--- config.mk ---
export PLATFORM = sky130hd
export DESIGN_NAME = uart_rx
export DESIGN_NICKNAME = d
export VERILOG_FILES = /design/src/rtl/uart_rx.sv
export SDC_FILE = /design/constraint.sdc
export NUM_CORES = 1
export LEC_CHECK = 0
export ABC_AREA = 1
export BUFFER_PORTS_ARGS = -buffer_cell sky130_fd_sc_hd__buf_2
export CAP_MARGIN = 40
export CORE_MARGIN = 2
export CORE_UTILIZATION = 45
export CTS_CLUSTER_DIAMETER = 80
export DETAILED_ROUTE_END_ITERATION = 7
export MAX_ROUTING_LAYER = met4
export SLEW_MARGIN = 20
export SYNTH_ARGS = -nofsm -noshare
export SYNTH_HDL_FRONTEND = slang
export SYNTH_SLANG_ARGS = --single-unit
--- constraint.sdc ---
create_clock -name clk -period 1.7 [get_ports clk]
set_input_delay 0.34 -clock clk [delete_from_list [all_inputs] [get_ports clk]]
set_output_delay 0.34 -clock clk [all_outputs]
set_load 0.02 [all_outputs]
--- src/rtl/uart_rx.sv ---
// -----------------------------------------------------------------------------
// uart_rx -- serial-to-parallel UART receiver (8N1, LSB first, idle-high line)
//
// Brings the asynchronous RXD pin into the clock domain through a two-flop
// synchroniser, detects the start-bit falling edge, samples every bit at its
// mid-point and checks the stop bit. A good byte is presented on rx_data
// together with a one-cycle rx_done strobe, so it can drive a UART
// transmitter's byte/trigger input directly.
//
// Build option:
//   UART_RX_PARITY_EN  defined   -> 8E1 frame: an even-parity bit follows data
//                                   bit 7 and parity_err reports mismatches.
//                      undefined -> 8N1 frame, parity_err tied to 0.
//
// Parameters:
//   CLOCK_FREQ   system clock frequency, Hz
//   BAUDRATE     line bit rate, bit/s
//   BIT_CYCLES   clocks per bit (CLOCK_FREQ/BAUDRATE), at most 65535
//   HALF_CYCLES  clocks from start edge to start-bit mid-point
//
// Ports:
//   clk         in   1  system clock, rising edge
//   rst         in   1  synchronous active-high reset
//   serial_rxd  in   1  asynchronous UART line, idle 1
//   rx_data     out  8  last good byte, held until the next good frame
//   rx_done     out  1  one-cycle pulse: rx_data updated
//   frame_err   out  1  one-cycle pulse: stop bit sampled 0, byte dropped
//   parity_err  out  1  one-cycle pulse: parity mismatch, byte dropped
// -----------------------------------------------------------------------------
module uart_rx #(
    parameter int CLOCK_FREQ  = 50000000,
    parameter int BAUDRATE    = 115200,
    parameter int BIT_CYCLES  = CLOCK_FREQ / BAUDRATE,
    parameter int HALF_CYCLES = BIT_CYCLES / 2
) (
    input  logic       clk,
    input  logic       rst,
    input  logic       serial_rxd,
    output logic [7:0] rx_data,
    output logic       rx_done,
    output logic       frame_err,
    output logic       parity_err
);

    localparam logic [2:0] S_IDLE   = 3'd0;
    localparam logic [2:0] S_START  = 3'd1;
    localparam logic [2:0] S_DATA   = 3'd2;
`ifdef UART_RX_PARITY_EN
    localparam logic [2:0] S_PARITY = 3'd3;
`endif
    localparam logic [2:0] S_STOP   = 3'd4;

    localparam logic [15:0] BIT_TERM  = 16'(BIT_CYCLES - 1);
    localparam logic [15:0] HALF_TERM = 16'(HALF_CYCLES - 1);

    // Synchroniser (_p0, _p1) and edge-detect delay (_p2)
    logic        r_rxd_p0;
    logic        r_rxd_p1;
    logic        r_rxd_p2;

    logic [2:0]  r_state;
    logic [15:0] r_baud;
    logic [2:0]  r_idx;
    logic [7:0]  r_shift;
    logic [7:0]  r_rx_data;
    logic        r_rx_done;
    logic        r_frame_err;
`ifdef UART_RX_PARITY_EN
    logic        r_par_bad;
    logic        r_parity_err;
`endif

    logic        w_fall;
    logic [15:0] w_term;
    logic        w_tick;

    // Flops preset to the idle level so reset release never fakes an edge
    // on an idle line.
    always_ff @(posedge clk) begin
        if (rst) begin
            r_rxd_p0 <= 1'b1;
            r_rxd_p1 <= 1'b1;
            r_rxd_p2 <= 1'b1;
        end else begin
            r_rxd_p0 <= serial_rxd;
            r_rxd_p1 <= r_rxd_p0;
            r_rxd_p2 <= r_rxd_p1;
        end
    end

    // A held-low line (break) gives no edge, so IDLE never re-arms on it.
    assign w_fall = r_rxd_p2 & ~r_rxd_p1;

    // START waits only half a bit to land on the start-bit centre; every
    // later state waits a full bit, so all samples stay mid-bit.
    assign w_term = (r_state == S_START) ? HALF_TERM : BIT_TERM;
    assign w_tick = (r_baud == w_term);

    always_ff @(posedge clk) begin
        if (rst) begin
            r_state     <= S_IDLE;
            r_baud      <= 16'd0;
            r_idx       <= 3'd0;
            r_shift     <= 8'h00;
            r_rx_data   <= 8'h00;
            r_rx_done   <= 1'b0;
            r_frame_err <= 1'b0;
`ifdef UART_RX_PARITY_EN
            r_par_bad    <= 1'b0;
            r_parity_err <= 1'b0;
`endif
        end else begin
            r_rx_done   <= 1'b0;
            r_frame_err <= 1'b0;
`ifdef UART_RX_PARITY_EN
            r_parity_err <= 1'b0;
`endif
            // Every state change other than IDLE->START happens on a tick,
            // so clearing on tick (and holding 0 in IDLE) clears the counter
            // on every transition.
            if (r_state == S_IDLE || w_tick)
                r_baud <= 16'd0;
            else
                r_baud <= r_baud + 16'd1;

            case (r_state)
                S_IDLE: begin
                    if (w_fall)
                        r_state <= S_START;
                end
                S_START: begin
                    if (w_tick) begin
                        if (!r_rxd_p1) begin
                            r_state <= S_DATA;
                            r_idx   <= 3'd0;
                        end else begin
                            // Line went back high before mid-start: glitch.
                            r_state <= S_IDLE;
                        end
                    end
                end
                S_DATA: begin
                    if (w_tick) begin
                        r_shift[r_idx] <= r_rxd_p1;
                        if (r_idx == 3'd7) begin
`ifdef UART_RX_PARITY_EN
                            r_state <= S_PARITY;
`else
                            r_state <= S_STOP;
`endif
                        end else begin
                            r_idx <= r_idx + 3'd1;
                        end
                    end
                end
`ifdef UART_RX_PARITY_EN
                S_PARITY: begin
                    if (w_tick) begin
                        // Even parity: data plus parity bit must have an
                        // even number of ones.
                        r_par_bad <= ^{r_shift, r_rxd_p1};
                        r_state   <= S_STOP;
                    end
                end
`endif
                S_STOP: begin
                    if (w_tick) begin
                        // Leaving at mid-stop leaves half a bit to catch the
                        // next start edge of a back-to-back frame.
                        r_state <= S_IDLE;
                        if (!r_rxd_p1) begin
                            r_frame_err <= 1'b1;
`ifdef UART_RX_PARITY_EN
                        end else if (r_par_bad) begin
                            r_parity_err <= 1'b1;
`endif
                        end else begin
                            r_rx_data <= r_shift;
                            r_rx_done <= 1'b1;
                        end
                    end
                end
                default: r_state <= S_IDLE;
            endcase
        end
    end

    assign rx_data   = r_rx_data;
    assign rx_done   = r_rx_done;
    assign frame_err = r_frame_err;
`ifdef UART_RX_PARITY_EN
    assign parity_err = r_parity_err;
`else
    assign parity_err = 1'b0;
`endif

endmodule

==> key figures <==
CTS
  • Clock root cell: clkbuf_8
  • Worst-Skew Late Latency: between 0.2 and 0.3 ns
  • Clock Path Buffers: 2
  • Clock sink count: 43
  • Reg clk slew, reported paths: about 0.080 ns
  • CTS tree: yes
  • Cts hold-fix bufs: 0
  • Num CTS Buffers: 5
  • H-tree depth: 2

Final layout
  • Final Util: 0.524
  • Share of cells above drive strength 1: 0.203
  • Synth-to-Final Area Change: 13.3%
  • Final net count: around 350
  • Diodes inserted: 0

Critical path
  • Slowest CP cell: dfxtp_2
  • Worst-path maximum fanout: 4
  • Worst Setup Start Kind: flop
  • Worst Path Buf+Inv: 1
  • Critical path cell sequence: ha_2, nand2_1, inv_2, nand2_1, nor2_2, nand2_2, nor3_4, nand2_1, nor2_1, nor3b_2
  • Critical path's largest stage delay: 0.34 ns
  • CP Capture Type: flop
  • Data arrival, critical path: around 1.8 ns
  • Req. time, crit path: 1.88 ns
  • Crit path max-delay family: simple AND/OR/NAND/NOR gates
  • Worst Setup Path Type: flop to flop
  • Most used cell, CP: nand2_1

Timing
  • Hold_ws: around 0.23 ns
  • Final setup vio count: 0
  • Fin crit period: around 1.6 ns
  • Fmax: around 620 MHz
  • Max-slew violations: 0
  • Final Hold Fails: 0
  • Skew final: 0.00766 ns
  • Tcrit/Tclk final: 0.942

Floorplanning
  • Horiz. Die Dim: around 73 microns
  • Starting Density: 0.462
  • Die Height: ~73 microns
  • Die Footprint: around 5400 sq um
  • CORE AREA: about 4700 sq um
  • Number of top-level pins: 14
  • # rows: 25

Routing
  • Residual DRC count: 0
  • Routed via count: around 1900
  • WL per Instance: 10.6 microns
  • Via-to-Cell Ratio: around 4.7
  • Final WL: about 4200 microns
  • 1st-pass router iterations: 4
  • Initial detailed-routing violation count: slightly above 100
  • ANT nets after route: 0

Status
  • Run status: completed

Placement
  • Gpl congestion: between 0.8 and 0.9
  • HPWL Detailed: between 2000 and 3000 microns
  • Port Buffers: 12

Global routing
  • Largest net degree at the start of global routing: 18
  • Vias in the first global route: 1600
  • Gr usage total: 0.172
  • Gr ovfl total: 0
  • Antenna violations before repair: 0
  • First-pass GRT wire length: a little over 7000 microns

Synth
  • Synth unique cells: 33
  • Seq cells post-synth: 43
  • Sequential share of the synthesized area: 0.397
  • Gate count after technology mapping: 319
  • Syn Area/Cell: between 6 and 7 sq um
  • Syn nets: roughly 330
  • Synth warn: 0
  • Synth Cell Area: around 2200 sq um

Power and ir drop
  • PD cells: 991 nW/um^2
  • Maximum vdd drop: between 0.5 and 0.6 mV
  • Lkg Pwr: 1.10 nW

Run
  • Number of max-cap violations: 0

Min path
  • Worst min-delay path class: input pin to flop
==> cell usage after synthesis <==
master | n | area share
buf_6 | 1 | 0.0052
ha_1 | 3 | 0.017
buf_4 | 1 | 0.0035
nand2_1 | 72 | 0.12
nand3_4 | 1 | 0.0081
inv_2 | 3 | 0.0052
clkinv_1 | 2 | 0.0035
nor2_2 | 4 | 0.012
nor2_1 | 67 | 0.12
buf_1 | 1 | 0.0017
nor3_1 | 18 | 0.042
nand4_1 | 7 | 0.020
nand2_2 | 4 | 0.012
dfxtp_1 | 43 | 0.40
o21ai_0 | 7 | 0.016
clkbuf_1 | 2 | 0.0035
conb_1 | 1 | 0.0017
nor4_4 | 1 | 0.0098
nor3_2 | 1 | 0.0046
nor3_4 | 1 | 0.0075
nand4_2 | 2 | 0.012
a21oi_1 | 8 | 0.018
xor2_1 | 4 | 0.016
nand3b_4 | 1 | 0.0092
inv_1 | 45 | 0.078
nor3b_1 | 1 | 0.0035
or2_2 | 5 | 0.014
nor2_4 | 1 | 0.0052
or2_1 | 1 | 0.0029
nand3_2 | 2 | 0.0092
clkinv_2 | 1 | 0.0023
nand3_1 | 7 | 0.016
and3_1 | 1 | 0.0029
==> layout make-up <==
type	instances	area [sq um]
Fill cell	512	2230
Multi-Input combinational cell	220	1110
Sequential cell	43	867
Inverter	51	193
Timing Repair Buffer	22	135
Clock buffer	6	72.6
Tap cell	54	67.6
Clock inverter	2	12.5
==> logic make-up (layout without fill, tap and decap cells) <==
logic type / count (synthesis) / after routing / synth area share
xor gates and xnor gates: 4 / 4 / 0.0162
and+or+nand+nor: 197 / 197 / 0.430
buffers and inverters: 56 / 81 / 0.103
other: 1 / 1 / 0.00173
adders and majority gates: 3 / 3 / 0.0173
AOI/OAI and AO/OA: 15 / 15 / 0.0346
DFF: 43 / 43 / 0.397
==> report_power, final <==
group / total, W / switching, W / internal (W)
registers: 0.00114 / 0.0000706 / 0.00107
clock network: 0.000635 / 0.000348 / 0.000287
logic: 0.000660 / 0.000436 / 0.000224
==> registers in the layout, summed over array words and instances (netlist names) <==
| name | cells |
|---|---|
| frame_err | 1 |
| r_baud | 16 |
| r_idx | 3 |
| r_rxd_p0 | 1 |
| r_rxd_p1 | 1 |
| r_rxd_p2 | 1 |
| r_shift | 8 |
| r_state | 3 |
| rx_data | 8 |
| rx_done | 1 |
==> per-stage QoR <==
step           instances  TNS (ns)  power [W]  cell area (sq um)  setup slack [ns]
2_1_floorplan        319         0    0.00167               2170             0.211
3_3_place_gp         388         0    0.00179               2330            0.0901
3_5_place_dp         388         0    0.00180               2330            0.0735
4_1_cts              396         0    0.00243               2410            0.0546
5_1_grt              398   -0.0512    0.00261               2460           -0.0441
6_report             398         0    0.00243               2460            0.0979
==> routing by layer <==
layer / wire (microns) / vias to the layer above / global-route usage
li1: - / 1028 / -
met1: 2280 / 808 / 0.232
met2: 1760 / 25 / 0.255
met3: 104 / 9 / 0.0412
met4: 70 / 0 / 0.0545
met5: 0 / - / -
==> layout by cell type, fill, tap and decap left out, drive strengths merged <==
master    instances
ha                3
inv              48
and3              1
or2               6
nor4              1
clkinv            4
nand3b            1
conb              1
clkbuf            6
nand3            10
nand4             9
o21ai             7
xor2              4
nor3             20
clkinvlp          1
nor3b             1
buf              22
dfxtp            43
nand2            76
nor2             72
a21oi             8
==> path summary, 6_finish.rpt <==
path	to	cells past startpoint	slack [ns]	startpoint
setup reg to reg	r_baud[14]	10	0.1	r_baud[1]
hold reg to reg	r_rxd_p1	1	0.42	r_rxd_p0
hold / removal	r_rxd_p0	2	0.23	serial_rxd
setup / recovery	r_baud[14]	10	0.1	r_baud[1]
==> worst register-to-register path, cell delays in order (launching register included) <==
cell     delay (ns)
dfxtp_2        0.34
ha_2           0.17
nand2_1        0.06
inv_2          0.07
nand2_1        0.07
nor2_2         0.16
nand2_2        0.10
nor3_4         0.23
nand2_1        0.10
nor2_1         0.14
nor3b_2        0.06
==> repair_timing <==
item                       in CTS  in global routing
setup endpoints to repair       0                 20
gates resized for setup         0                 17
buffers inserted                0                  2
Note: power is estimated with default switching activity, not from simulation.
